### src/rtl/plank_tlm_pkg.sv
// Shared constants and helpers for the plank telemetry framer.
package plank_tlm_pkg;

  localparam logic [3:0] TYPE_FDBK = 4'h1;
  localparam logic [3:0] TYPE_ADC  = 4'h2;
  localparam logic [3:0] TYPE_TEMP = 4'h3;

  localparam logic [1:0] ST_IDLE  = 2'd0;
  localparam logic [1:0] ST_ISSUE = 2'd1;
  localparam logic [1:0] ST_WAIT  = 2'd2;
  localparam logic [1:0] ST_CHAIN = 2'd3;

  function automatic logic [7:0] tlm_header(input logic [3:0] ident, input logic [3:0] typ);
    return {ident, typ};
  endfunction

  function automatic logic [7:0] tlm_csum_fold(input logic [7:0] acc, input logic [7:0] b);
    return acc ^ b;
  endfunction

endpackage

### src/rtl/plank_tlm_framer_slot.sv
// One source slot: holding register, pending flag and overrun pulse.
module plank_tlm_slot #(
  parameter int BYTES = 3
) (
  input  logic               clk_i,
  input  logic               rst_ni,
  input  logic [BYTES*8-1:0] data_i,
  input  logic               valid_i,
  input  logic               load_i,
  output logic [BYTES*8-1:0] data_o,
  output logic               pending_o,
  output logic               overrun_o
);

  logic [BYTES*8-1:0] hold_q;
  logic               pend_q;
  logic               ovr_q;

  // A strobe coinciding with a load is fresh data for the next frame, not an overrun.
  always_ff @(posedge clk_i or negedge rst_ni) begin
    if (!rst_ni) begin
      hold_q <= '0;
      pend_q <= 1'b0;
      ovr_q  <= 1'b0;
    end else begin
      ovr_q <= valid_i & pend_q & ~load_i;
      if (valid_i) begin
        hold_q <= data_i;
        pend_q <= 1'b1;
      end else if (load_i) begin
        pend_q <= 1'b0;
      end
    end
  end

  assign data_o    = hold_q;
  assign pending_o = pend_q;
  assign overrun_o = ovr_q;

endmodule

### src/rtl/plank_tlm_framer.sv
// Telemetry framer: arbitrates three source slots and emits
// {header, LSB-first payload, XOR checksum} one byte per UART completion.
//   state | meaning
//   IDLE  | nothing in flight; load highest-priority pending slot
//   ISSUE | present current byte, pulse dv, fold into checksum
//   WAIT  | wait for UART done, then next byte or frame end
//   CHAIN | after ADC frame, wait for TEMP up to CHAIN_TIMEOUT cycles
module plank_tlm_framer
  import plank_tlm_pkg::*;
#(
  parameter logic [3:0] IDENT         = 4'h2,
  parameter int         FDBK_BYTES    = 3,
  parameter int         ADC_BYTES     = 11,
  parameter int         TEMP_BYTES    = 3,
  parameter int         CHAIN_TIMEOUT = 1024
) (
  input  logic                    i_clk,
  input  logic                    i_rst_n,
  input  logic [FDBK_BYTES*8-1:0] i_fdbk_data,
  input  logic                    i_fdbk_valid,
  input  logic [ADC_BYTES*8-1:0]  i_adc_data,
  input  logic                    i_adc_valid,
  input  logic [TEMP_BYTES*8-1:0] i_temp_data,
  input  logic                    i_temp_valid,
  input  logic                    i_chain_temp,
  output logic [7:0]              o_tx_byte,
  output logic                    o_tx_dv,
  input  logic                    i_tx_done,
  output logic                    o_busy,
  output logic [2:0]              o_overrun
);

  localparam int MAXB_FA = (FDBK_BYTES > ADC_BYTES) ? FDBK_BYTES : ADC_BYTES;
  localparam int MAXB    = (MAXB_FA > TEMP_BYTES) ? MAXB_FA : TEMP_BYTES;
  localparam int MAXW    = MAXB * 8;
  localparam int IDXW    = $clog2(MAXB + 2);
  localparam int CNTW    = $clog2(CHAIN_TIMEOUT + 1);
  localparam logic [CNTW-1:0] CNT_LAST = CNTW'(CHAIN_TIMEOUT - 1);

  logic [FDBK_BYTES*8-1:0] fdbk_hold;
  logic [ADC_BYTES*8-1:0]  adc_hold;
  logic [TEMP_BYTES*8-1:0] temp_hold;
  logic pend_f, pend_a, pend_t;
  logic ovr_f, ovr_a, ovr_t;
  logic ld_f, ld_a, ld_t;

  plank_tlm_slot #(.BYTES(FDBK_BYTES)) u_slot_fdbk (
    .clk_i(i_clk), .rst_ni(i_rst_n), .data_i(i_fdbk_data), .valid_i(i_fdbk_valid),
    .load_i(ld_f), .data_o(fdbk_hold), .pending_o(pend_f), .overrun_o(ovr_f));

  plank_tlm_slot #(.BYTES(ADC_BYTES)) u_slot_adc (
    .clk_i(i_clk), .rst_ni(i_rst_n), .data_i(i_adc_data), .valid_i(i_adc_valid),
    .load_i(ld_a), .data_o(adc_hold), .pending_o(pend_a), .overrun_o(ovr_a));

  plank_tlm_slot #(.BYTES(TEMP_BYTES)) u_slot_temp (
    .clk_i(i_clk), .rst_ni(i_rst_n), .data_i(i_temp_data), .valid_i(i_temp_valid),
    .load_i(ld_t), .data_o(temp_hold), .pending_o(pend_t), .overrun_o(ovr_t));

  logic [1:0]      state_q, state_d;
  logic [IDXW-1:0] idx_q, idx_d, len_q, len_d, last_idx;
  logic [3:0]      typ_q, typ_d;
  logic [MAXW-1:0] shift_q, shift_d;
  logic [7:0]      csum_q, csum_d, byte_q, byte_d, cur_byte;
  logic [CNTW-1:0] cnt_q, cnt_d;
  logic            dv_q, dv_d;

  assign last_idx = len_q - IDXW'(1);

  always_comb begin
    if (idx_q == '0)            cur_byte = tlm_header(IDENT, typ_q);
    else if (idx_q == last_idx) cur_byte = csum_q;
    else                        cur_byte = shift_q[7:0];
  end

  always_comb begin
    state_d = state_q;
    idx_d   = idx_q;
    len_d   = len_q;
    typ_d   = typ_q;
    shift_d = shift_q;
    csum_d  = csum_q;
    byte_d  = byte_q;
    cnt_d   = cnt_q;
    dv_d    = 1'b0;
    ld_f    = 1'b0;
    ld_a    = 1'b0;
    ld_t    = 1'b0;
    case (state_q)
      ST_IDLE: begin
        if (pend_f)      ld_f = 1'b1;
        else if (pend_a) ld_a = 1'b1;
        else if (pend_t) ld_t = 1'b1;
      end
      ST_ISSUE: begin
        byte_d  = cur_byte;
        dv_d    = 1'b1;
        csum_d  = tlm_csum_fold(csum_q, cur_byte);
        if (idx_q != '0 && idx_q != last_idx) shift_d = shift_q >> 8;
        state_d = ST_WAIT;
      end
      ST_WAIT: begin
        if (i_tx_done) begin
          if (idx_q == last_idx) begin
            cnt_d   = '0;
            state_d = (typ_q == TYPE_ADC && i_chain_temp) ? ST_CHAIN : ST_IDLE;
          end else begin
            idx_d   = idx_q + IDXW'(1);
            state_d = ST_ISSUE;
          end
        end
      end
      ST_CHAIN: begin
        // Only TEMP may follow an ADC frame here; other sources keep waiting.
        if (pend_t)                ld_t    = 1'b1;
        else if (cnt_q == CNT_LAST) state_d = ST_IDLE;
        else                        cnt_d   = cnt_q + CNTW'(1);
      end
      default: state_d = ST_IDLE;
    endcase
    if (ld_f | ld_a | ld_t) begin
      idx_d   = '0;
      csum_d  = '0;
      state_d = ST_ISSUE;
      if (ld_f) begin
        typ_d   = TYPE_FDBK;
        len_d   = IDXW'(FDBK_BYTES + 2);
        shift_d = MAXW'(fdbk_hold);
      end else if (ld_a) begin
        typ_d   = TYPE_ADC;
        len_d   = IDXW'(ADC_BYTES + 2);
        shift_d = MAXW'(adc_hold);
      end else begin
        typ_d   = TYPE_TEMP;
        len_d   = IDXW'(TEMP_BYTES + 2);
        shift_d = MAXW'(temp_hold);
      end
    end
  end

  always_ff @(posedge i_clk or negedge i_rst_n) begin
    if (!i_rst_n) begin
      state_q <= ST_IDLE;
      idx_q   <= '0;
      len_q   <= '0;
      typ_q   <= '0;
      shift_q <= '0;
      csum_q  <= '0;
      byte_q  <= '0;
      cnt_q   <= '0;
      dv_q    <= 1'b0;
    end else begin
      state_q <= state_d;
      idx_q   <= idx_d;
      len_q   <= len_d;
      typ_q   <= typ_d;
      shift_q <= shift_d;
      csum_q  <= csum_d;
      byte_q  <= byte_d;
      cnt_q   <= cnt_d;
      dv_q    <= dv_d;
    end
  end

  assign o_tx_byte = byte_q;
  assign o_tx_dv   = dv_q;
  assign o_busy    = (state_q != ST_IDLE);
  assign o_overrun = {ovr_t, ovr_a, ovr_f};

endmodule

### config.mk
export PLATFORM = sky130hd
export DESIGN_NAME = plank_tlm_framer
export DESIGN_NICKNAME = d
export VERILOG_FILES = /design/src/rtl/plank_tlm_pkg.sv /design/src/rtl/plank_tlm_framer_slot.sv /design/src/rtl/plank_tlm_framer.sv
export SDC_FILE = /design/constraint.sdc
export NUM_CORES = 1
export LEC_CHECK = 0
export CORE_ASPECT_RATIO = 0.9
export CORE_MARGIN = 3
export CORE_UTILIZATION = 30
export CTS_CLUSTER_DIAMETER = 100
export DETAILED_ROUTE_END_ITERATION = 16
export REMOVE_ABC_BUFFERS = 1
export SLEW_MARGIN = 10
export SYNTH_ARGS = -nofsm -noshare
export SYNTH_HDL_FRONTEND = slang
export SYNTH_SLANG_ARGS = --single-unit
export TNS_END_PERCENT = 100
### constraint.sdc
create_clock -name i_clk -period 4.4 [get_ports i_clk]
set_input_delay 0.44 -clock i_clk [delete_from_list [all_inputs] [get_ports i_clk]]
set_output_delay 0.44 -clock i_clk [all_outputs]
set_load 0.1 [all_outputs]
==> run metrics <==
peak supply drop=between 0.0003 and 0.0004 V; worst path required time=between 4 and 5 ns; Core Footprint=0.03772 mm2; placed cell area=around 0.014 mm2; Clk Latency, worst-skew pair=0.55 ns; family with the most delay on the worst path=simple AND/OR/NAND/NOR gates; die width=roughly 210 um; DRT Wirelength=28,670 um; # rows=67; Tcrit/Tclk final=68.32%; CTS tree=done; top_reg_cell synth=dfrtp_1; post-synthesis cell count=~990; DRC violations left=0; DR vias=between 8,000 and 9,000; async set-reset flop share out of synthesis=between 90% and 100%; vias in the first global route=~8,000; WP data arrival=between 3 and 4 ns; first-pass GRT wire length=46,050 um; Max clock buf depth=3; delay of the slowest critical-path stage=0.73 ns; syn avg cell area=11.70 um2; design area=0.01449 mm2; unrepaired setup endpoints after global routing=no; final setup fails=0; n_diodes=0; Slew HR=27.25%; Pleak=5.906 nW; Initial Util=30.82%; mapped cell area=0.01163 mm2; EDFF count, synth=0; antenna violations before repair=2; CP max FO=30; pwr dens=627.3 mW/mm2; critical path class=reg -> reg; gpl congestion=~0.74; Detailed Route Iter0 Violations=approximately 390; total CTS buffers=29; First-pass DRT Iterations=5; Hold Path Class=in -> reg; ANT nets after route=0; Clock transition at path regs=roughly 0.060 ns; critical path launch point type=register; WL/cell=about 18 um; worst path bufs/invs=1; number of I/O pins=156; Final Slew Violations=0; outcome=completed; crit path cell chain=inv_1 > ha_1 > nand2_1 > nor2_4 > nor2_1 > a22o_1; Fillers=approximately 3,700; Fin. Hold Viols=0; setup_tns=0 ns; Via density=around 5.0; share of layout cells above drive strength 1=between 10% and 20%; Power Total=between 9 and 10 mW; synthesized flop and latch total=approximately 270; CTS Root Cell=clkbuf_16; crit path time final=3.006 ns; final setup skew=0.01743 ns; Tot GR Track Use=13.97%; CTS Sinks=about 270; largest net degree at the start of global routing=111; Worst Tran Pin Value=about 1.1 ns; layout net count=around 1,300; P&R area growth vs syn=24.58%; IO Port Bufs=~160; Max Fclk=around 330 MHz; Worst path slowest cell=nor2_4; Max Cap Viol=0; Crit. End Element=register; hpwl dp=approximately 18,000 um; H-tree Lvls=1; aggregate global routing overflow=0; Die Y=192.8 um; synth warn=0; die area=around 0.041 mm2; post-synth cell types=46; sequential share of the synthesized area=about 58%
## state kept, by name, indices dropped and copies added, names as in the netlist, 2 cells and up
register / flops
u_slot_adc.data_o: 88
u_slot_temp.data_o: 24
typ_q: 2
state_q: 2
shift_q: 88
u_slot_fdbk.data_o: 24
csum_q: 8
idx_q: 4
o_tx_byte: 8
len_q: 2
cnt_q: 11
## power breakdown
part / switching (mW) / internal, mW / total (mW) / leakage (nW)
registers: 0.375 / 3.15 / 3.52 / 3.21
clock network: 0.973 / 1.31 / 2.29 / 0.441
logic: 1.92 / 1.36 / 3.28 / 2.26
total: 3.26 / 5.82 / 9.09 / 5.91
## placed cells by master, fill, tap and decap left out, drive strengths merged, types with 6 or more instances in the layout
master	synthesis	layout
a211oi	25	25
a21o	6	6
a21oi	24	24
a22o	8	8
a2bb2oi	56	56
a31oi	25	25
buf	21	16
clkbuf	51	39
clkdlybuf4s50	0	151
clkinv	0	9
dfrtp	268	268
ha	7	7
inv	18	19
mux2	138	138
mux2i	33	33
nand2	127	127
nand3	6	6
nand3b	7	7
nor2	47	47
o21ai	74	74
## kinds of logic after synthesis
| logic type | share of synthesized area [%] |
|---|---|
| simple gates | 8.383 |
| fa+ha+maj | 0.7532 |
| compound gates | 13.26 |
| mux | 16.24 |
| buf+inv | 3.250 |
| xor+xnor | 0.4412 |
| flops | 57.68 |
## layout make-up
type,count,area [um2],area share (%)
well taps,483,604.3,4.172
repair buffers,168,1657,11.44
clock buffers,39,793.3,5.476
clock inverters,11,83.83,0.5787
inverters,18,67.56,0.4664
multi-input cells,636,4573,31.57
flip-flops and latches,268,6706,46.30
## metal layers
metal / GRT usage (%) / share of wire, % / vias up
met5: 0 / 0.094 / -
met4: 2.719 / 1.6 / 4
met3: 3.040 / 4.9 / 33
met2: 21.40 / 44 / 174
met1: 20.47 / 49 / 4028
li1: - / - / 3797
## per-stage QoR
step	hold WS, ns	worst slack, ns	utilization (%)	cells
finish	0.4936	1.394	38.40	1623
global route	0.4707	1.067	38.40	1623
CTS	0.4670	1.345	38.40	1623
detailed placement	0.4805	1.352	36.05	1572
global placement	0.4757	1.412	36.05	1572
floorplan	0.1444	0.1304	-	922
## repair_timing
action / 4_1_cts / 5_1_grt
hold buffers: 1 / 0
resized for setup: 0 / 0
hold endpoints to repair: 37 / 0
buffers inserted: 0 / 0
## Yosys cell counts, types with 2 or more instances
cell type / number / share of area (%)
dfrtp_1: 268 / 58
mux2_2: 138 / 13
nand2_1: 127 / 4.1
o21ai_0: 74 / 3.2
a2bb2oi_1: 56 / 4.2
clkbuf_1: 51 / 1.6
nor2_1: 47 / 1.5
mux2i_1: 32 / 2.8
a211oi_1: 25 / 1.6
a31oi_1: 25 / 1.3
a21oi_1: 24 / 1.0
inv_1: 18 / 0.58
a22o_1: 8 / 0.60
buf_2: 8 / 0.34
buf_4: 8 / 0.52
ha_1: 7 / 0.75
nand3b_1: 7 / 0.45
a21o_1: 6 / 0.39
buf_1: 5 / 0.16
nand2b_1: 5 / 0.27
nand3_1: 5 / 0.22
o22ai_1: 5 / 0.27
nor3_1: 4 / 0.17
o31ai_1: 4 / 0.26
xnor2_1: 4 / 0.30
and3_1: 3 / 0.16
nand4_1: 3 / 0.16
or4_1: 3 / 0.19
and2_1: 2 / 0.11
nor2b_1: 2 / 0.11
nor3b_1: 2 / 0.13
nor4_1: 2 / 0.11
or3_1: 2 / 0.11
or3b_2: 2 / 0.15
## worst paths after layout
kind                                                    from                                  to  slack [ns]  depth (start not counted)
min in group asynchronous                            i_rst_n   u_slot_adc.data_o[37]$_DFFE_PN0P_        0.53                          2
max in group asynchronous                            i_rst_n             shift_q[58]$_DFFE_PN0P_        2.82                          3
min reg2reg                u_slot_adc.data_o[85]$_DFFE_PN0P_             shift_q[85]$_DFFE_PN0P_        0.50                          1
min                                          i_fdbk_data[12]  u_slot_fdbk.data_o[12]$_DFFE_PN0P_        0.49                          2
max                                   state_q[1]$_DFFE_PN0P_             shift_q[87]$_DFFE_PN0P_        1.39                          6
max reg2reg                           state_q[1]$_DFFE_PN0P_             shift_q[87]$_DFFE_PN0P_        1.39                          6
No activity file was read; power rests on OpenSTA's default activity.
==> RTL change, RTL diff (same flow settings) <==
Add an input register stage for `i_temp_data`, without a reset; this delays it by one clock. The other inputs are not delayed to match.
--- a/src/rtl/plank_tlm_framer.sv
+++ b/src/rtl/plank_tlm_framer.sv
@@ -38,4 +38,10 @@
   localparam logic [CNTW-1:0] CNT_LAST = CNTW'(CHAIN_TIMEOUT - 1);
 
+  logic [TEMP_BYTES*8-1:0] i_temp_data_q;
+
+  always_ff @(posedge i_clk) begin
+    i_temp_data_q <= i_temp_data;
+  end
+
   logic [FDBK_BYTES*8-1:0] fdbk_hold;
   logic [ADC_BYTES*8-1:0]  adc_hold;
@@ -54,5 +60,5 @@
 
   plank_tlm_slot #(.BYTES(TEMP_BYTES)) u_slot_temp (
-    .clk_i(i_clk), .rst_ni(i_rst_n), .data_i(i_temp_data), .valid_i(i_temp_valid),
+    .clk_i(i_clk), .rst_ni(i_rst_n), .data_i(i_temp_data_q), .valid_i(i_temp_valid),
     .load_i(ld_t), .data_o(temp_hold), .pending_o(pend_t), .overrun_o(ovr_t));
 
Check against the original RTL: not equivalent (Yosys sat finds a counterexample within 10 cycles, from zero or initial values and one cycle with i_rst_n low).
==> RTL change against the original RTL <==
  * Total power rose by 16%
  * Sequential power rose by 9.4%
  * Largest power group is now combinational cells
  * Fmax up 1.9%
  * Largest cell class unchanged
  * Die area is 6.1% higher
  * Global-route usage up 0.31 points
  * Worst setup slack gained 0.055 ns
  * Combinational power rose by 22%
  * Routed wire length up 8.1%
  * Critical path depth fell by 2
  * Cell area increased by 6.7%
  * Sequential cell count rose by 24
  * Critical endpoint is now o_busy
  * Synthesized area increased by 6.3%
==> RTL change: results (changes against the original RTL) <==
Yosys
  – Synth unique cells: 54 (+17%)
  – Commonest cells in the synthesized netlist: 268 x dfrtp_1, 139 x mux2_2, 124 x nand2_1
  – Post-Syn Instances: 1006 (+1.2%)
  – Xor/xnor share of the synthesized area: 0.3441% (-0.097 points)
  – Adder-cell area share of the yosys netlist: 0.7084% (-0.045 points)

Pwr
  – Leak Pwr: 0.006237 µW (+5.6%)

Placement
  – Place WS: 1.456 ns (+0.1042 ns)
  – DP HPWL: 19380 µm (+6.2%)

Setup path
  – Crit-path max FO: 6 (-80%)
  – Slowest-stage cell, CP: clkdlybuf4s50_1
  – Reg2reg setup slack: 1.45 ns (+0.05 ns)
  – Crit-path max cell delay: 1.15 ns (+0.42 ns)
  – Worst setup startpoint: state_q[0]
  – RR Startpoint: idx_q[0]

Min path
  – Hold EP: i_temp_data_q[18]
  – WHS Path Cells: 1 (-1)

Drt
  – Detail Route met3 WL: 1429 µm (+0.99%)
  – M1 WL: 14960 µm (+5.9%)
  – Initial detailed-routing violation count: 482 (+23%)
  – Final wirelength: 30990 µm (+8.1%)
  – Top layer in use: met4
  – Via density: 4.929 (-0.45%)
  – Met2 wire len: 13890 µm (+9.9%)

Global route
  – GR Util met2: 22.12% (+0.71 points)
  – M3 GR Usage: 2.704% (-0.34 points)
  – Tot GR Track Use: 14.29% (+0.31 points)
  – First-pass GRT wire length: 48960 µm (+6.3%)

Final layout
  – Final nets: 1288 (+1.3%)

Timing
  – FMAX: 338.8 MHz (+1.9%)

Clock tree
  – H-tree depth: 2 (+1)
  – Worst-skew pair later-pin latency: 0.51 ns (-0.04 ns)

Outcome
  – Status: finished, final reports clean
-- RTL change: changes by cell type after synthesis, sizes merged, moves of 3 or more --
cell	unedited run	this run
a21oi	24	18
mux2i	33	19
buf	21	30
dfxtp	0	24
clkbuf	51	45
nand3	6	14
nor2	47	30
a22o	8	24
nor3	4	1
-- RTL change: final cells by class --
cell class,count,area [µm²],share of cell area [%]
Multi-Input combinational cell,623,4795,31.02
Clock inverter,6,65.06,0.4210
Sequential cell,292,7187,46.50
Inverter,16,60.06,0.3886
Clock buffer,55,991.0,6.412
Tap cell,532,665.6,4.307
Timing Repair Buffer,171,1692,10.95
-- RTL change: where the power goes --
part / internal, µW / total [µW] / switching, µW
combinational: 1690 / 4010 / 2310
sequential: 3400 / 3850 / 448
clock: 1600 / 2700 / 1090
-- RTL change: per-stage QoR --
stage               area (µm²)  std cells
floorplan                12010        931
global placement         14390       1633
detailed placement       14390       1633
CTS                      15450       1695
global route             15450       1695
finish                   15450       1695
